--- src/rtl/input_logic_if.sv ---
// Ingress link bundle: sender req/ack word path plus the per-port FIFO write side.
// slave  = input_logic (the router ingress block)
// master = the environment driving words and reporting FIFO fullness
interface input_logic_if #(
  parameter int DATA_W  = 8,
  parameter int N_PORTS = 3
) ();
  logic [DATA_W-1:0]  data_in;
  logic               data_in_req;
  logic               data_in_ack;
  logic [N_PORTS-1:0] fifo_full;
  logic [N_PORTS-1:0] fifo_push;
  logic [DATA_W-1:0]  fifo_data;

  modport slave (
    input  data_in, data_in_req, fifo_full,
    output data_in_ack, fifo_push, fifo_data
  );

  modport master (
    output data_in, data_in_req, fifo_full,
    input  data_in_ack, fifo_push, fifo_data
  );
endinterface

--- src/rtl/input_logic.sv ---
// Router ingress: parses a header word (dest, len), steers the header and its
// payload words into the destination FIFO with zero latency, and silently
// swallows packets addressed to a nonexistent port.
// Optional macro INPUT_LOGIC_DROP_CNT_EN enables a saturating dropped-packet
// counter on drop_cnt; without it drop_cnt is tied to zero.
//
// state     | meaning
// ----------+---------------------------------------------------
// S_IDLE    | next word is a header
// S_PAYLOAD | forwarding payload words to dest_q, rem_cnt_q left
// S_DROP    | discarding payload of an invalid-dest packet
module input_logic #(
  parameter int DATA_W  = 8,
  parameter int N_PORTS = 3,
  parameter int LEN_W   = 4
) (
  input  logic                clk,
  input  logic                rst_n,
  input_logic_if.slave        bus,
  output logic                pkt_drop,
  output logic [7:0]          drop_cnt
);

  typedef enum logic [1:0] {
    S_IDLE    = 2'd0,
    S_PAYLOAD = 2'd1,
    S_DROP    = 2'd2
  } state_t;

  state_t            state_q;
  logic [LEN_W-1:0]  rem_cnt_q;
  logic [1:0]        dest_q;
  logic              pkt_drop_q;

  logic [1:0]        hdr_dest;
  logic [LEN_W-1:0]  hdr_len;
  logic              hdr_valid;
  logic [3:0]        full_pad;
  logic [3:0]        push_pad;
  logic              ack;
  logic              xfer;

  assign hdr_dest  = bus.data_in[DATA_W-1:DATA_W-2];
  assign hdr_len   = bus.data_in[LEN_W-1:0];
  assign hdr_valid = ({1'b0, hdr_dest} < 3'(N_PORTS));

  // Pad the full flags to the 4-port header space so any dest indexes safely.
  always_comb begin
    full_pad = 4'b0000;
    full_pad[N_PORTS-1:0] = bus.fifo_full;
  end

  // Combinational handshake and one-hot push steering; forced idle in reset.
  always_comb begin
    ack      = 1'b0;
    push_pad = 4'b0000;
    case (state_q)
      S_IDLE: begin
        if (hdr_valid) begin
          ack = bus.data_in_req && !full_pad[hdr_dest];
          push_pad[hdr_dest] = ack;
        end else begin
          ack = bus.data_in_req;
        end
      end
      S_PAYLOAD: begin
        ack = bus.data_in_req && !full_pad[dest_q];
        push_pad[dest_q] = ack;
      end
      S_DROP: begin
        ack = bus.data_in_req;
      end
      default: begin
        ack      = 1'b0;
        push_pad = 4'b0000;
      end
    endcase
    if (!rst_n) begin
      ack      = 1'b0;
      push_pad = 4'b0000;
    end
  end

  assign xfer            = bus.data_in_req && ack;
  assign bus.data_in_ack = ack;
  assign bus.fifo_push   = push_pad[N_PORTS-1:0];
  assign bus.fifo_data   = bus.data_in;
  assign pkt_drop        = pkt_drop_q;

  // Packet FSM: header parse, payload word countdown, drop pulse.
  always_ff @(posedge clk or negedge rst_n) begin
    if (!rst_n) begin
      state_q    <= S_IDLE;
      rem_cnt_q  <= '0;
      dest_q     <= 2'd0;
      pkt_drop_q <= 1'b0;
    end else begin
      pkt_drop_q <= 1'b0;
      case (state_q)
        S_IDLE: begin
          if (xfer) begin
            rem_cnt_q <= hdr_len;
            if (hdr_valid) begin
              dest_q  <= hdr_dest;
              state_q <= (hdr_len != '0) ? S_PAYLOAD : S_IDLE;
            end else begin
              pkt_drop_q <= 1'b1;
              state_q    <= (hdr_len != '0) ? S_DROP : S_IDLE;
            end
          end
        end
        S_PAYLOAD, S_DROP: begin
          if (xfer) begin
            rem_cnt_q <= rem_cnt_q - LEN_W'(1);
            if (rem_cnt_q == LEN_W'(1)) state_q <= S_IDLE;
          end
        end
        default: state_q <= S_IDLE;
      endcase
    end
  end

`ifdef INPUT_LOGIC_DROP_CNT_EN
  logic [7:0] drop_cnt_q;

  // Saturating count of dropped packets, cleared only by reset.
  always_ff @(posedge clk or negedge rst_n) begin
    if (!rst_n)                                drop_cnt_q <= 8'd0;
    else if (pkt_drop_q && drop_cnt_q != 8'hFF) drop_cnt_q <= drop_cnt_q + 8'd1;
  end

  assign drop_cnt = drop_cnt_q;
`else
  assign drop_cnt = 8'd0;
`endif

endmodule

--- src/flat_wrapper.sv ---
// flat-port wrapper written by rule: the top's interface ports become plain ports
module input_logic_flat 
#(
  parameter int DATA_W  = 8,
  parameter int N_PORTS = 3,
  parameter int LEN_W   = 4
)
  (clk, rst_n, pkt_drop, drop_cnt, bus_data_in, bus_data_in_req, bus_fifo_full, bus_data_in_ack, bus_fifo_push, bus_fifo_data);
  input_logic_if #(.DATA_W(DATA_W), .N_PORTS(N_PORTS)) bus_i ();
  input  logic clk;
  input  logic rst_n;
  output logic pkt_drop;
  output logic [7:0] drop_cnt;
  input wire logic [$bits(bus_i.data_in)-1:0] bus_data_in;
  input wire logic [$bits(bus_i.data_in_req)-1:0] bus_data_in_req;
  input wire logic [$bits(bus_i.fifo_full)-1:0] bus_fifo_full;
  output wire logic [$bits(bus_i.data_in_ack)-1:0] bus_data_in_ack;
  output wire logic [$bits(bus_i.fifo_push)-1:0] bus_fifo_push;
  output wire logic [$bits(bus_i.fifo_data)-1:0] bus_fifo_data;
  assign bus_i.data_in = bus_data_in;
  assign bus_i.data_in_req = bus_data_in_req;
  assign bus_i.fifo_full = bus_fifo_full;
  assign bus_data_in_ack = bus_i.data_in_ack;
  assign bus_fifo_push = bus_i.fifo_push;
  assign bus_fifo_data = bus_i.fifo_data;
  input_logic #(.DATA_W(DATA_W), .N_PORTS(N_PORTS), .LEN_W(LEN_W)) u_core (.clk(clk), .rst_n(rst_n), .bus(bus_i), .pkt_drop(pkt_drop), .drop_cnt(drop_cnt));
endmodule
--- config.mk ---
export PLATFORM = sky130hd
export DESIGN_NAME = input_logic_flat
export DESIGN_NICKNAME = d
export VERILOG_FILES = /design/src/rtl/input_logic_if.sv /design/src/rtl/input_logic.sv /design/src/flat_wrapper.sv
export SDC_FILE = /design/constraint.sdc
export NUM_CORES = 1
export LEC_CHECK = 0
export BUFFER_PORTS_ARGS = -buffer_cell sky130_fd_sc_hd__buf_4
export CORE_MARGIN = 2
export CORE_UTILIZATION = 47
export CTS_CLUSTER_SIZE = 14
export DETAILED_ROUTE_END_ITERATION = 12
export PLACE_DENSITY_LB_ADDON = 0.12
export SLEW_MARGIN = 0
export SYNTH_ARGS = -nofsm -noshare
export SYNTH_HDL_FRONTEND = slang
export SYNTH_SLANG_ARGS = --single-unit
--- constraint.sdc ---
create_clock -name clk -period 2.7 [get_ports clk]
set_input_delay 0.27 -clock clk [delete_from_list [all_inputs] [get_ports clk]]
set_output_delay 0.27 -clock clk [all_outputs]
set_load 0.03 [all_outputs]
==> reports/results.ini <==
[sta]
min_period_ps = 2483
holdWs_ps = 289.0
fin_setup_tns_ps = 0
hold_violations = 0
setup_violations = 0
grt_setup_unrepaired = no
period_share_pct = 91.98
report.final.slew_viol_count = 0
skew_ps = 3.158
fmax_mhz = 402.7

[global_routing]
grt_max_degree = 14
grt_usage_pct = 18.06
grt_pass1_wl_mm = 2.891
antenna_found_initial = 0
grt_pass1_vias = 668
grt_remaining_overflow = 0

[yosys]
syn_inst = 102
seq_area_frac_synth_pct = 25.64
synth_ff_type = dfrtp_1
synth_cell_type_count = 36
synth-edff-count = 0
synth_seq_cells = 9
synth_area_per_cell_sq_um = 8.611
ys_warn_count = 0
ys_async_sr_fraction_pct = 100.0
synth_area_sq_um = 878.3

[worst_hold_path]
hold_class = in2reg

[final_layout]
fillers = 176
final_layout_size_suffix_gt1_share_pct = 24.79
area_delta_synth_final_pct = 13.68
nets = 138
final_common_cell = buf_4
diodes = 0
layout_common_cells = buf_4, nand2_1, inv_1, dfrtp_1, conb_1

[floorplanning]
core_area_sq_um = 1745
fp.dieW_microns = 47.23
io_pins = 35
rows = 15
initial_core_util_pct = 50.32
die_y_microns = 47.23
die_area_sq_um = 2231

[pwr]
power_leakage_nw = 0.4786
ir_worst_vdd_mv = 0.5601
p_per_area_nw_per_um2 = 795.5

[critical_path]
path_max_fanout = 9
cp-start-kind = register
cp.arrival_ps = 2210
crit_type = reg2out
required_ps = 2430
worst_setup_path_end_kind = primary output

[routing]
routed_wl_mm = 1.767
vias_per_cell = 5.120
postRouteAntennaNets = 0
dr.first_iter.drc_count = 13
routedWlPerCell_microns = 12.44
vias = 727
dr.pass1.iters = 4
remaining_drc_errors = 0

[cts]
insertion_delay_ps = 250
cts_tree = done
cts_resized = 0
htreeDepth = 1
clkSlewWorstSetupHoldPaths_ps = 60
root_buffer = clkbuf_4
cts.path.max_buffers = 2
numCtsBuffers = 3
clock_sinks = 9

[placed_design]
port_buffers = 22
place.gp.congestion = 0.7754
hpwl_mm = 1.396

[flow_run]
drv_cap = 0

[run_status]
status = completed

flip-flops by register name, indices dropped and copies added (netlist names):
name              flops
u_core.rem_cnt_q      4
u_core.pkt_drop       1
u_core.dest_q         2
u_core.state_q        2
kinds of logic (layout without fill, tap and decap cells):
| logic type | count (synthesis) | in the layout | synth area share (%) |
|---|---|---|---|
| compound gates | 20 | 20 | 20.37 |
| fa+ha+maj | 6 | 6 | 8.547 |
| mux | 5 | 5 | 5.698 |
| other cells | 1 | 8 | 0.4269 |
| simple gates | 33 | 33 | 19.66 |
| flops | 9 | 9 | 25.64 |
| buf+inv | 28 | 36 | 19.66 |
critical path, stage by stage (launching register included):
cell	delay (ps)
dfrtp_1	400
inv_1	100
ha_1	320
nand2_1	120
or4b_2	630
o31a_1	120
nor2_1	100
buf_4	170
synth_stat cells (2+ instances only):
master	n	area, sq um
a21oi_1	2	10.01
clkbuf_1	2	7.510
inv_1	9	33.78
o21ai_0	3	15.01
mux2i_1	5	50.05
buf_4	16	120.1
nand2_1	10	37.54
dfrtp_1	9	225.2
nand3_1	2	10.01
ha_1	6	75.07
nand3b_1	5	37.54
nor2_1	6	22.52
o21ai_1	2	10.01
nor3_1	3	15.01
timing repair:
item | in CTS | in global routing
buffers inserted | 0 | 0
hold endpoints to repair | 9 | 0
hold buffers | 1 | 0
final cells by class:
class | instances | area (sq um) | share of cell area (%)
multi-input combinational | 72 | 506.7 | 50.75
sequential | 9 | 225.2 | 22.56
timing repair buffer | 23 | 175.2 | 17.54
inverter | 9 | 33.78 | 3.383
tap | 25 | 31.28 | 3.133
clock buffer | 4 | 26.28 | 2.632
layer usage:
layer / global-route usage [%] / vias up / wire [microns]
li1: - / 368 / -
met1: 23.78 / 340 / 851
met2: 27.84 / 17 / 829
met3: 6.538 / 2 / 79
met4: 5.000 / 0 / 6
met5: 0 / - / 0
per-stage QoR:
step           std cells  power, mW  utilization, %  cell area (sq um)  worst slack (ps)
2_1_floorplan        109     0.6004               -              904.6             367.3
3_3_place_gp         137     0.6844           55.13              962.2             582.5
3_5_place_dp         137     0.6950           55.13              962.2             485.7
4_1_cts              142     0.7996           57.20              998.5             206.3
5_1_grt              142     0.8765           57.20              998.5             74.84
6_report             142     0.7943           57.20              998.5             216.6
where the power goes:
group	internal, mW	total [mW]	leakage, nW	switching [mW]
Combinational	0.184	0.446	0.352	0.262
Sequential	0.191	0.251	0.111	0.0592
Clock	0.0566	0.0980	0.0150	0.0414
Total	0.432	0.794	0.479	0.363
path summary, 6_finish.rpt:
check | start | to | slack, ps | depth (start not counted)
setup / recovery | u_core.state_q[0] | bus_fifo_push[2] | 220 | 7
hold / removal | bus_data_in[2] | u_core.rem_cnt_q[2] | 290 | 3
setup reg to reg | u_core.state_q[0] | u_core.state_q[1] | 610 | 7
hold reg to reg | u_core.state_q[0] | u_core.state_q[0] | 550 | 1
max in group asynchronous | rst_n | u_core.rem_cnt_q[0] | 2150 | 2
min in group asynchronous | rst_n | u_core.dest_q[1] | 400 | 2
Note: power is estimated with default switching activity, not from simulation.
